<file path="config.mk">
export PLATFORM = sky130hd
export DESIGN_NAME = mdu_iter
export DESIGN_NICKNAME = d
export VERILOG_FILES = /design/src/rtl/mdu_pkg.sv /design/src/rtl/mdu_sign_fix.sv /design/src/rtl/mdu_iter.sv
export SDC_FILE = /design/constraint.sdc
export NUM_CORES = 1
export LEC_CHECK = 0
export BUFFER_PORTS_ARGS = -buffer_cell sky130_fd_sc_hd__buf_2
export CORE_UTILIZATION = 57
export DETAILED_ROUTE_END_ITERATION = 6
export PLACE_DENSITY_LB_ADDON = 0.2
export SETUP_SLACK_MARGIN = 0.3
export SYNTH_ARGS = -nofsm -noshare
export SYNTH_HDL_FRONTEND = slang
export SYNTH_SLANG_ARGS = --single-unit
</file>
<file path="constraint.sdc">
create_clock -name clk -period 6.43 [get_ports clk]
set_clock_uncertainty 0.2 [all_clocks]
set_input_delay 1.286 -clock clk [delete_from_list [all_inputs] [get_ports clk]]
set_output_delay 1.286 -clock clk [all_outputs]
set_load 0.1 [all_outputs]
</file>
<file path="src/rtl/mdu_pkg.sv">
// Shared definitions for the iterative multiply/divide unit: op and state
// encodings, iteration count and the signedness decode.
package mdu_pkg;

    localparam int MDU_ITER = 32;

    typedef enum logic [1:0] {
        OP_MULT  = 2'b00,
        OP_MULTU = 2'b01,
        OP_DIV   = 2'b10,
        OP_DIVU  = 2'b11
    } mdu_op_e;

    typedef enum logic [1:0] {
        ST_IDLE = 2'b00,
        ST_MUL  = 2'b01,
        ST_DIV  = 2'b10,
        ST_DONE = 2'b11
    } mdu_state_e;

    function automatic logic op_is_signed(input logic [1:0] op);
        return (op == OP_MULT) || (op == OP_DIV);
    endfunction

endpackage

</file>
<file path="src/rtl/mdu_sign_fix.sv">
// Conditional two's-complement negate; used both as absolute value on the
// operands and as the final sign correction on the results.
module mdu_sign_fix #(
    parameter int WIDTH = 32
) (
    input  logic [WIDTH-1:0] value,
    input  logic             negate,
    output logic [WIDTH-1:0] result
);

    // negate when requested, pass through otherwise
    always_comb begin
        if (negate) begin
            result = ~value + {{(WIDTH-1){1'b0}}, 1'b1};
        end else begin
            result = value;
        end
    end

endmodule

</file>
<file path="src/rtl/mdu_iter.sv">
// Iterative 32-bit multiply/divide unit: shift-add multiply and restoring
// divide on magnitudes, one bit per cycle, sign fixed when committing.
module mdu_iter
    import mdu_pkg::*;
(
    input  logic        clk,
    input  logic        reset,
    input  logic        start,
    input  logic [1:0]  op,
    input  logic [31:0] src1,
    input  logic [31:0] src2,
    input  logic        cancel,
    output logic        busy,
    output logic        done,
    output logic [31:0] hi,
    output logic [31:0] lo,
    output logic        div_by_zero
);

    mdu_state_e  state_r;
    logic        signed_r;
    logic        load_r;
    logic [31:0] src1_r;
    logic [31:0] src2_r;
    logic [4:0]  count_r;
    logic [63:0] acc_r;
    logic        busy_r;
    logic        done_r;
    logic        dbz_r;
    logic [31:0] hi_r;
    logic [31:0] lo_r;

    logic        neg_a_s;
    logic        neg_b_s;
    logic        neg_res_s;
    logic [31:0] abs_a_s;
    logic [31:0] abs_b_s;
    logic [32:0] mul_sum_s;
    logic [32:0] div_diff_s;
    logic [63:0] mul_next_s;
    logic [63:0] div_next_s;
    logic [63:0] acc_next_s;
    logic [63:0] prod_fix_s;
    logic [31:0] quot_fix_s;
    logic [31:0] rem_fix_s;
    logic [31:0] res_hi_s;
    logic [31:0] res_lo_s;
    logic        last_s;

    assign neg_a_s   = signed_r & src1_r[31];
    assign neg_b_s   = signed_r & src2_r[31];
    assign neg_res_s = neg_a_s ^ neg_b_s;
    assign last_s    = (count_r == 5'(MDU_ITER - 1));

    mdu_sign_fix #(.WIDTH(32)) u_abs_a (.value(src1_r), .negate(neg_a_s), .result(abs_a_s));
    mdu_sign_fix #(.WIDTH(32)) u_abs_b (.value(src2_r), .negate(neg_b_s), .result(abs_b_s));

    // one multiply step and one restoring-divide step on the working register
    always_comb begin
        mul_sum_s  = {1'b0, acc_r[63:32]} + (acc_r[0] ? {1'b0, abs_a_s} : 33'd0);
        mul_next_s = {mul_sum_s, acc_r[31:1]};
        // the borrow bit of the 33-bit trial subtract decides the quotient bit
        div_diff_s = acc_r[63:31] - {1'b0, abs_b_s};
        if (div_diff_s[32]) begin
            div_next_s = {acc_r[62:31], acc_r[30:0], 1'b0};
        end else begin
            div_next_s = {div_diff_s[31:0], acc_r[30:0], 1'b1};
        end
        if (state_r == ST_DIV) begin
            acc_next_s = div_next_s;
        end else begin
            acc_next_s = mul_next_s;
        end
    end

    mdu_sign_fix #(.WIDTH(64)) u_prod (.value(mul_next_s),         .negate(neg_res_s), .result(prod_fix_s));
    mdu_sign_fix #(.WIDTH(32)) u_quot (.value(div_next_s[31:0]),   .negate(neg_res_s), .result(quot_fix_s));
    mdu_sign_fix #(.WIDTH(32)) u_rem  (.value(div_next_s[63:32]),  .negate(neg_a_s),   .result(rem_fix_s));

    // select the signed-corrected result for the committing edge
    always_comb begin
        if (state_r == ST_DIV) begin
            res_hi_s = rem_fix_s;
            res_lo_s = quot_fix_s;
        end else begin
            res_hi_s = prod_fix_s[63:32];
            res_lo_s = prod_fix_s[31:0];
        end
    end

    // control FSM, datapath registers and registered outputs
    always_ff @(posedge clk) begin
        if (reset) begin
            state_r  <= ST_IDLE;
            signed_r <= 1'b0;
            load_r   <= 1'b0;
            src1_r   <= 32'd0;
            src2_r   <= 32'd0;
            count_r  <= 5'd0;
            acc_r    <= 64'd0;
            busy_r   <= 1'b0;
            done_r   <= 1'b0;
            dbz_r    <= 1'b0;
            hi_r     <= 32'd0;
            lo_r     <= 32'd0;
        end else begin
            case (state_r)
                ST_IDLE: begin
                    done_r <= 1'b0;
                    dbz_r  <= 1'b0;
                    if (start && !cancel) begin
                        signed_r <= op_is_signed(op);
                        src1_r   <= src1;
                        src2_r   <= src2;
                        count_r  <= 5'd0;
                        busy_r   <= 1'b1;
                        if (!op[1]) begin
                            state_r <= ST_MUL;
                            load_r  <= 1'b1;
                        end else if (src2 != 32'd0) begin
                            state_r <= ST_DIV;
                            load_r  <= 1'b1;
                        end else begin
                            state_r <= ST_DONE;
                            load_r  <= 1'b0;
                            hi_r    <= src1;
                            lo_r    <= 32'hFFFF_FFFF;
                            done_r  <= 1'b1;
                            dbz_r   <= 1'b1;
                        end
                    end
                end
                ST_MUL, ST_DIV: begin
                    if (cancel) begin
                        state_r <= ST_IDLE;
                        busy_r  <= 1'b0;
                        load_r  <= 1'b0;
                        count_r <= 5'd0;
                    end else if (load_r) begin
                        // first busy cycle loads the operand magnitudes
                        load_r <= 1'b0;
                        if (state_r == ST_MUL) begin
                            acc_r <= {32'd0, abs_b_s};
                        end else begin
                            acc_r <= {32'd0, abs_a_s};
                        end
                    end else begin
                        acc_r   <= acc_next_s;
                        count_r <= count_r + 5'd1;
                        if (last_s) begin
                            state_r <= ST_DONE;
                            hi_r    <= res_hi_s;
                            lo_r    <= res_lo_s;
                            done_r  <= 1'b1;
                        end
                    end
                end
                ST_DONE: begin
                    state_r <= ST_IDLE;
                    busy_r  <= 1'b0;
                    done_r  <= 1'b0;
                    dbz_r   <= 1'b0;
                end
                default: begin
                    state_r <= ST_IDLE;
                    busy_r  <= 1'b0;
                    done_r  <= 1'b0;
                    dbz_r   <= 1'b0;
                    load_r  <= 1'b0;
                    count_r <= 5'd0;
                end
            endcase
        end
    end

    assign busy        = busy_r;
    assign done        = done_r;
    assign div_by_zero = dbz_r;
    assign hi          = hi_r;
    assign lo          = lo_r;

endmodule
</file>
==> flow_summary.yaml <==
power:
  p_sw_share_pct: 55.5
  seq_power_share_pct: 15.5
  clockPowerShare_pct: 13.0
  ir_worst_vdd_v: 0.000371
  p_leak_nw: 9.21
  fin_total_pwr_mw: 11.7
  internal_power_mw: 5.22
  p_switching_mw: 6.50
  p_per_area_mw_per_mm2: 523
  combPwrFrac_pct: 71.5
run_status:
  violations: "design-rule violations"
  outcome: "finished with violations"
clock_network:
  ctsLongestPathBuffers: 3
  clkLatencyLatePin_ns: 0.57
  cts_max_level: 1
  cts.sinks: 204
  cts-root-buf: "clkbuf_16"
  ctsHoldBuffers: 0
  cts_tree: "done"
  numCtsBuffers: 25
  path_clk_slew_ns: 0.07
worst_setup_path:
  critPathCaptureType: "flop"
  critPathArrivalTime_ns: 6.57
  r2r_slack_ns: 0.13
  path_common_cell: "nand2_2"
  crit_path_start_kind: "flop"
  crit_slowest_cell: "or4b_1"
  reg2reg_from: "src2_r[0]$_SDFFE_PP0P_"
  cp_max_fo: 4
  crit_type: "reg2reg"
  critPathLaunch: "src2_r[0]$_SDFFE_PP0P_"
  cpPeakStageDelay_ns: 0.48
  path_delay_family: "simple AND/OR/NAND/NOR gates"
  required_ns: 6.70
  critPathBufInv: 3
placement:
  dpl.hpwl_um: 53900
  dp_cells: 3149
  gp_congestion: 1.04
  port_buffers: 136
global_route:
  grt_use_total_pct: 42.2
  grt_pass1_wl_um: 110000
  grt.overflow.total: 0
  grt_pass1_vias: 19749
  antenna_found_initial: 0
  grt_max_degree: 113
sta:
  slew_headroom_pct: 26.4
  finalMaxSlewViolations: 0
  fmax_ghz: 0.159
  finalCritPeriodShare_pct: 98.0
  min_period_ns: 6.30
  finalSetupViolCount: 0
  tightest_slew_ns: 1.10
  final_hold_viol_count: 0
  rsz0062_at_grt: "yes"
  finalSetupTns_ns: 0
flow_run:
  cap_violations: 0
detailed_routing:
  firstDrtPassIters: 7
  wl_um: 73200
  dr.first_iter.drc_count: 1839
  viasPerCell: 6.46
  drc: 1
  wire_per_inst_um: 22.6
  num_vias: 20942
  final_antenna_net_count: 0
min_path:
  hp-class: "reg2reg"
  worstHoldStart: "lo[1]$_SDFFE_PP0P_"
synthesis:
  yosysSeqAreaShare_pct: 21.8
  synth-main-ff-cell: "dfxtp_1"
  ys_warn_count: 0
  synth_cells: 2601
  synth_edf_count: 0
  synth_cell_types: 113
  async_flop_share_pct: 0
  syn-cell-area_sq_mm: 0.0187
  ys_seq_elements: 204
  avgSynthCellArea_sq_um: 7.21
  syn-num-nets: 2738
floorplan:
  num_rows: 66
  fp.dieH_um: 183
  pin_count: 137
  core-area_sq_mm: 0.0325
  start_util_pct: 57.7
  fp.dieArea_sq_mm: 0.0336
  fp.dieW_um: 183
finish:
  layout.cells.non_filler: 3241
  diodes: 0
  syn2layout_area_growth_pct: 19.4
  layout.nets: 2917
  drive_above_1_share_pct: 20.9
-- layout make-up --
class	instances	area (sq um)
clock inverter	10	130
fill	2866	10100
clock buffer	36	747
inverter	42	158
multi-input combinational	2153	14300
tap	442	553
timing repair buffer	354	2360
sequential	204	4090
-- cell usage after synthesis (all sizes together), types with 26 or more instances --
cell type,n,area (sq um)
a211oi,91,701
a21oi,232,1180
a22oi,30,225
a31oi,41,278
and2,33,208
buf,38,201
clkbuf,164,617
dfxtp,204,4080
ha,65,813
inv,41,154
mux2i,68,684
nand2,317,1190
nand3,42,210
nor2,331,1250
nor3,74,392
nor4,34,255
o21ai,123,623
o22ai,26,163
or3,33,206
xnor2,119,1050
xor2,104,918
-- metrics by stage --
step           setup slack, ns  area, sq um  util, %  hold slack, ns
6_report                 0.128        22400     69.0           0.262
5_1_grt                 -0.101        22400     69.0           0.284
4_1_cts                  0.185        21800     67.2           0.259
3_5_place_dp            -0.159        20600     63.4           0.248
3_3_place_gp            0.0220        20600     63.4           0.238
2_1_floorplan           0.0142        18800        -           0.249
-- per-layer routing --
| metal | GRT usage, % | wire length [um] | vias to the layer above |
|---|---|---|---|
| met5 | 0 | 0 | - |
| met3 | 7.72 | 6000 | 285 |
| li1 | - | - | 9777 |
| met4 | 31.7 | 6140 | 0 |
| met1 | 49.0 | 27500 | 9858 |
| met2 | 69.1 | 33600 | 1022 |
-- worst paths after layout --
check	depth (start not counted)	end
min reg2reg	2	lo[1]$_SDFFE_PP0P_
max	29	hi[24]$_SDFFE_PP0P_
max reg2reg	29	hi[24]$_SDFFE_PP0P_
min	2	lo[1]$_SDFFE_PP0P_
-- tightest hold or removal path, cell delays in order (launching register included) --
cell     delay [ns]
dfxtp_1        0.31
nand2_1        0.05
a21oi_1        0.05
-- cells in the final DEF, fill, tap and decap left out, drive strengths merged, types with 34 or more instances in the layout --
master,n
nand2,317
ha,65
nand3,42
o21ai,123
a31oi,41
inv,42
a211oi,91
xnor2,119
dfxtp,204
clkbuf,36
mux2i,68
a21oi,232
nor4,34
buf,354
nor2,331
xor2,104
nor3,74
-- cells by family after synthesis --
kind of cell,Yosys count,synth area share (%)
AO/OA/AOI/OAI,766,27.1
XOR/XNOR,230,11.4
adder cells (fa/ha/maj),73,4.91
buffers and inverters,244,5.21
flip-flops,204,21.8
multiplexers,81,4.49
AND/OR/NAND/NOR,1003,25.2
-- timing repair --
item | in CTS | in global routing
pin swaps | 16 | 41
endpoints found under the setup margin | 12 | 25
hold endpoints to repair | 0 | 0
buffers inserted | 28 | 18
resized for setup | 35 | 97
-- sequential cells by signal (all words and copies together) (netlist names) --
register and count:
lo 32, signed_r 1, hi 32, src2_r 32, count_r 5, acc_r 64, state_r 2, load_r 1
busy 1, src1_r 32, done 1, div_by_zero 1
-- power groups by stage --
stage / logic [mW] / clock network [mW] / registers, mW
final: 8.38 / 1.53 / 1.81
after CTS: 7.79 / 1.53 / 1.80
after global placement: 7.45 / 0 / 1.81
after detailed placement: 7.53 / 0 / 1.82
after floorplan: 4.43 / 0 / 2.66
after global routing: 8.87 / 1.58 / 1.85
Note: power is estimated with default switching activity, not from simulation.
